===== config.mk =====
export PLATFORM = sky130hd
export DESIGN_NAME = display_scan_timing
export DESIGN_NICKNAME = d
export VERILOG_FILES = /design/src/rtl/display_scan_timing.sv
export SDC_FILE = /design/constraint.sdc
export NUM_CORES = 1
export LEC_CHECK = 0
export BUFFER_PORTS_ARGS = -buffer_cell sky130_fd_sc_hd__buf_4
export CORE_MARGIN = 5
export CORE_UTILIZATION = 55
export DETAILED_ROUTE_END_ITERATION = 10
export PLACE_DENSITY = 0.72
export SYNTH_ARGS = -nofsm -noshare
export SYNTH_HDL_FRONTEND = slang
export SYNTH_SLANG_ARGS = --single-unit

===== constraint.sdc =====
create_clock -name clock -period 3.65 [get_ports clock]
set_input_delay 0.1825 -clock clock [delete_from_list [all_inputs] [get_ports clock]]
set_output_delay 0.1825 -clock clock [all_outputs]
set_load 0.005 [all_outputs]

===== src/rtl/display_scan_timing.sv =====
// display_scan_timing: slot, digit and mode-alternation strobes for the 4-digit display mux.
// Optional anode blanking is built only when SCAN_BLANK_EN is defined.
module display_scan_timing #(
  parameter int unsigned CLK_HZ       = 50_000_000,
  parameter int unsigned DIGIT_HZ     = 480,
  parameter int unsigned ALT_SECONDS  = 2,
  parameter int unsigned BLANK_CYCLES = 64
) (
  input  logic clock,
  input  logic reset_n,
  input  logic hold_mode,
  output logic clock2segs,
  output logic clock60hz,
  output logic clock120hz,
  output logic digit_tick,
  output logic blank
);

  localparam int unsigned     DIV       = CLK_HZ / DIGIT_HZ;
  localparam longint unsigned ALT       = 64'(CLK_HZ) * 64'(ALT_SECONDS);
  localparam int              DIV_W     = (DIV > 32'd1) ? $clog2(DIV) : 1;
  localparam int              ALT_W     = (ALT > 64'd1) ? $clog2(ALT) : 1;
  localparam logic [DIV_W-1:0] SLOT_LAST = DIV_W'(DIV - 32'd1);
  localparam logic [ALT_W-1:0] ALT_LAST  = ALT_W'(ALT - 64'd1);
  // Blanking never covers a whole slot, otherwise the digit would never light.
  localparam int unsigned     BLANK_EFF = (BLANK_CYCLES >= DIV) ? (DIV - 32'd1) : BLANK_CYCLES;

  if (DIV < 32'd2) begin : g_bad_div
    $error("display_scan_timing: CLK_HZ/DIGIT_HZ must be at least 2");
  end
  if ((DIV >= 32'd2) && (BLANK_EFF >= DIV)) begin : g_bad_blank
    $error("display_scan_timing: blanking length must be shorter than the slot");
  end

  logic [DIV_W-1:0] slot_r;
  logic [DIV_W-1:0] slot_next_s;
  logic [1:0]       digit_r;
  logic [1:0]       digit_next_s;
  logic [ALT_W-1:0] alt_r;
  logic [ALT_W-1:0] alt_next_s;
  logic             pending_r;
  logic             pending_next_s;
  logic             mode_r;
  logic             mode_next_s;
  logic             tick_r;
  logic             slot_wrap_s;
  logic             frame_wrap_s;
  logic             alt_wrap_s;
  logic             toggle_s;

  // Next-state for slot/digit scan, alternation timer, pending flag and mode.
  always_comb begin
    slot_next_s    = slot_r + DIV_W'(1);
    digit_next_s   = digit_r;
    alt_next_s     = alt_r + ALT_W'(1);
    pending_next_s = pending_r;
    mode_next_s    = mode_r;
    frame_wrap_s   = 1'b0;
    toggle_s       = 1'b0;
    slot_wrap_s    = (slot_r == SLOT_LAST);
    alt_wrap_s     = (alt_r == ALT_LAST);

    if (slot_wrap_s) begin
      slot_next_s  = {DIV_W{1'b0}};
      digit_next_s = digit_r + 2'd1;
      frame_wrap_s = (digit_r == 2'd3);
    end else begin
      slot_next_s  = slot_r + DIV_W'(1);
      digit_next_s = digit_r;
    end

    if (hold_mode) begin
      // Timer restarts from zero once hold is released; mode stays frozen.
      alt_next_s     = {ALT_W{1'b0}};
      pending_next_s = 1'b0;
      mode_next_s    = mode_r;
    end else begin
      if (alt_wrap_s) begin
        alt_next_s = {ALT_W{1'b0}};
      end else begin
        alt_next_s = alt_r + ALT_W'(1);
      end
      // A wrap landing exactly on the frame boundary toggles without waiting a frame.
      toggle_s = frame_wrap_s && (pending_r || alt_wrap_s);
      if (toggle_s) begin
        mode_next_s    = ~mode_r;
        pending_next_s = 1'b0;
      end else if (alt_wrap_s) begin
        mode_next_s    = mode_r;
        pending_next_s = 1'b1;
      end else begin
        mode_next_s    = mode_r;
        pending_next_s = pending_r;
      end
    end
  end

  // Counter and output registers; reset aborts any frame in progress.
  always_ff @(posedge clock or negedge reset_n) begin
    if (!reset_n) begin
      slot_r    <= {DIV_W{1'b0}};
      digit_r   <= 2'd0;
      alt_r     <= {ALT_W{1'b0}};
      pending_r <= 1'b0;
      mode_r    <= 1'b0;
      tick_r    <= 1'b0;
    end else begin
      slot_r    <= slot_next_s;
      digit_r   <= digit_next_s;
      alt_r     <= alt_next_s;
      pending_r <= pending_next_s;
      mode_r    <= mode_next_s;
      tick_r    <= slot_wrap_s;
    end
  end

  assign clock2segs = mode_r;
  assign clock60hz  = digit_r[1];
  assign clock120hz = digit_r[0];
  assign digit_tick = tick_r;

`ifdef SCAN_BLANK_EN
  logic blank_r;
  logic blank_next_s;

  // Blank covers the first BLANK_EFF cycles of each slot, rising with digit_tick.
  always_comb begin
    blank_next_s = (32'(slot_next_s) < BLANK_EFF);
  end

  // Registered blank so it aligns with the slot value it describes.
  always_ff @(posedge clock or negedge reset_n) begin
    if (!reset_n) begin
      blank_r <= 1'b0;
    end else begin
      blank_r <= blank_next_s;
    end
  end

  assign blank = blank_r;
`else
  assign blank = 1'b0;
`endif

endmodule

==> results.yml <==
run_status:
  status: "complete, no violations"
sta:
  finalCriticalPeriod_ps: 2090
  finalWorstSetupSlack_ps: 1560
  final_hold_viol_count: 0
  skew_ps: 7.59
  rsz0062_at_grt: "false"
  finalSetupTns_ps: 0
  setup_viol: 0
  fmax_mhz: 479
  drv_slew: 0
  tightest_slew_ps: 889
  fin_crit_sh_pct: 57.2
  max_slew_margin_pct: 40.3
pwr:
  peakVddDrop_mv: 0.260
  p_leak_nw: 1.11
  powerDensity_mw_per_mm2: 348
critical_path:
  cp-end-kind: "flip-flop"
  crit_fanout: 26
  crit_end: "alt_r[21]$_DFF_PN0_"
  critical_path_required_ps: 3820
  rr_endpoint: "alt_r[21]$_DFF_PN0_"
  rrSetupSlack_ps: 1560
  r2r-start: "alt_r[8]$_DFF_PN0_"
  r2r_cells: 5
  critical_path_arrival_ps: 2250
  critPathKind: "flip-flop to flip-flop"
  crit_start: "alt_r[8]$_DFF_PN0_"
  setup.worst_path.start_class: "flip-flop"
floorplan:
  rows: 24
  die_area_mm2: 0.00575
  coreArea_mm2: 0.00426
  die_w_um: 75.8
  initial_core_util_pct: 55.9
  ios: 8
  die_h_um: 75.8
logic_synthesis:
  synth_area_per_cell_um2: 9.93
  synth_cells: 240
  yosysTopAreaCell: "dfrtp_1"
  yosysUniqueCellTypes: 36
  synth_edf_count: 0
  synth_common_cells: "dfrtp_1 (49), nor2_1 (49), xor2_1 (25)"
  synth-seq-cells: 49
  yosysWarnings: 0
  async_flop_share_pct: 100
  synth_top_cell_area_share_pct: 51.4
  ys_seq_area_share_pct: 51.4
  synthTopCellsByArea: "dfrtp_1 (51%), xor2_1 (9.2%), nor2_1 (7.7%)"
  synth_area_mm2: 0.00238
  syn-num-nets: 247
  synthFlopType: "dfrtp_1"
detailed_routing:
  dr.pass1.iters: 4
  vias: 1651
  routed_wl_um: 4240
  viasPerCell: 5.47
  first_iter_violations: 126
  wire_per_inst_um: 14.1
  ant_nets: 0
  drc: 0
global_routing:
  grt_pass1_vias: 1616
  globalRouteOverflowTotal: 0
  grtUsageTotal_pct: 17.3
  grt_max_degree: 50
  antenna_found_initial: 0
  grt_pass1_wl_um: 7540
clocking:
  h-tree-depth: 2
  post-cts-setup-buffers: 0
  clock_sink_count: 49
  cts_tree: "yes"
  cts_buffers: 5
  insertion_delay_ps: 300
  clk_pin_slew_ps: 90
  clockBufferDepth: 2
  root_buffer: "clkbuf_8"
final_layout:
  layout-drive-gt1-share_pct: 8.40
  area_delta_synth_final_pct: 7.56
  antenna_cells: 0
  nets: 256
placed_design:
  globalplace.congestion: 0.843
  dp_hpwl_um: 2870
  pre_cts_ws_ps: 1550
  io_buffers: 6
flow_run:
  cap_violations: 0
worst_hold_path:
  hp-class: "input pin to flip-flop"
==> per-layer routing <==
metal / GRT usage (%) / share of wire [%] / up-vias
met1: 25.1 / 50 / 778
met4: 7.96 / 1.6 / 0
li1: - / - / 833
met3: 3.83 / 4.1 / 8
met5: 0 / 0 / -
met2: 24.5 / 44 / 32
==> kinds of logic (layout without fill, tap and decap cells) <==
| group | count (synthesis) | after routing | synth area share, % |
|---|---|---|---|
| and+or+nand+nor | 126 | 126 | 27.2 |
| DFF | 49 | 49 | 51.4 |
| xor gates and xnor gates | 37 | 37 | 13.6 |
| buffers and inverters | 12 | 22 | 2.57 |
| AOI/OAI and AO/OA | 10 | 10 | 2.47 |
| adders and majority gates | 4 | 4 | 2.10 |
| other | 1 | 1 | 0.157 |
| muxes | 1 | 1 | 0.472 |
==> registers in the layout, indices dropped and copies added (netlist names) <==
register and cells:
clock2segs 1, digit_tick 1, alt_r 27, digit_r 2
pending_r 1, slot_r 17
==> worst max-delay path: stages, from the launching register on <==
cell      delay [ps]
dfrtp_1          450
nor4bb_1         330
nand4_1          150
nor4b_2          380
or2_2            500
nor3_1           130
==> worst min-delay path by stage <==
stage | startpoint | end | slack (ps) | cells after the start
2_1_floorplan | reset_n | alt_r[0]$_DFF_PN0_ | -110 | 0
3_3_place_gp | reset_n | slot_r[9]$_DFF_PN0_ | 240 | 1
3_5_place_dp | reset_n | slot_r[10]$_DFF_PN0_ | 240 | 1
4_1_cts | hold_mode | pending_r$_DFFE_PN0P_ | 30 | 2
5_1_grt | hold_mode | alt_r[6]$_DFF_PN0_ | 30 | 2
6_report | hold_mode | pending_r$_DFFE_PN0P_ | 40 | 2
==> cell usage in the layout (no fill, tap or decap), types with 2 or more instances in the layout <==
master	synthesis	routed
nor2_1	49	49
dfrtp_1	49	49
xor2_1	25	25
nand3_1	20	20
nand2_1	17	17
nand4_1	13	13
xnor2_1	12	12
buf_4	4	7
inv_1	6	6
nor3_1	5	5
o21ai_0	5	5
clkbuf_8	0	5
and3_1	4	4
ha_1	4	4
nor4_1	2	2
and4_1	2	2
a21oi_1	2	2
or3_1	2	2
clkinv_4	0	2
==> where the power goes <==
group	switching (mW)	internal, mW	leakage [nW]
registers	0.00310	0.545	0.668
clock network	0.185	0.136	0.0481
logic	0.0177	0.00514	0.392
==> area by class of cell <==
cell class / count / area, µm²
clock buffers: 5 / 68.8
clock inverters: 3 / 22.5
fillers: 372 / 1700
inverters: 6 / 22.5
multi-input cells: 179 / 1100
flip-flops and latches: 49 / 1230
well taps: 52 / 65.1
repair buffers: 8 / 62.6
==> metrics by stage <==
step	hold slack (ps)	cells	util, %	area (µm²)	total power, mW
after global routing	31.9	302	60.1	2560	0.926
after detailed placement	239	293	57.7	2460	0.582
final	38.7	302	60.1	2560	0.892
after CTS	26.6	302	60.1	2560	0.906
after global placement	237	293	57.7	2460	0.582
after floorplan	-113	240	-	2380	0.570
==> what timing repair did <==
item / 4_1_cts / 5_1_grt
gates resized for setup: 0 / 0
hold endpoints to repair: 49 / 0
hold buffers: 1 / 0
No activity file was read; power rests on OpenSTA's default activity.
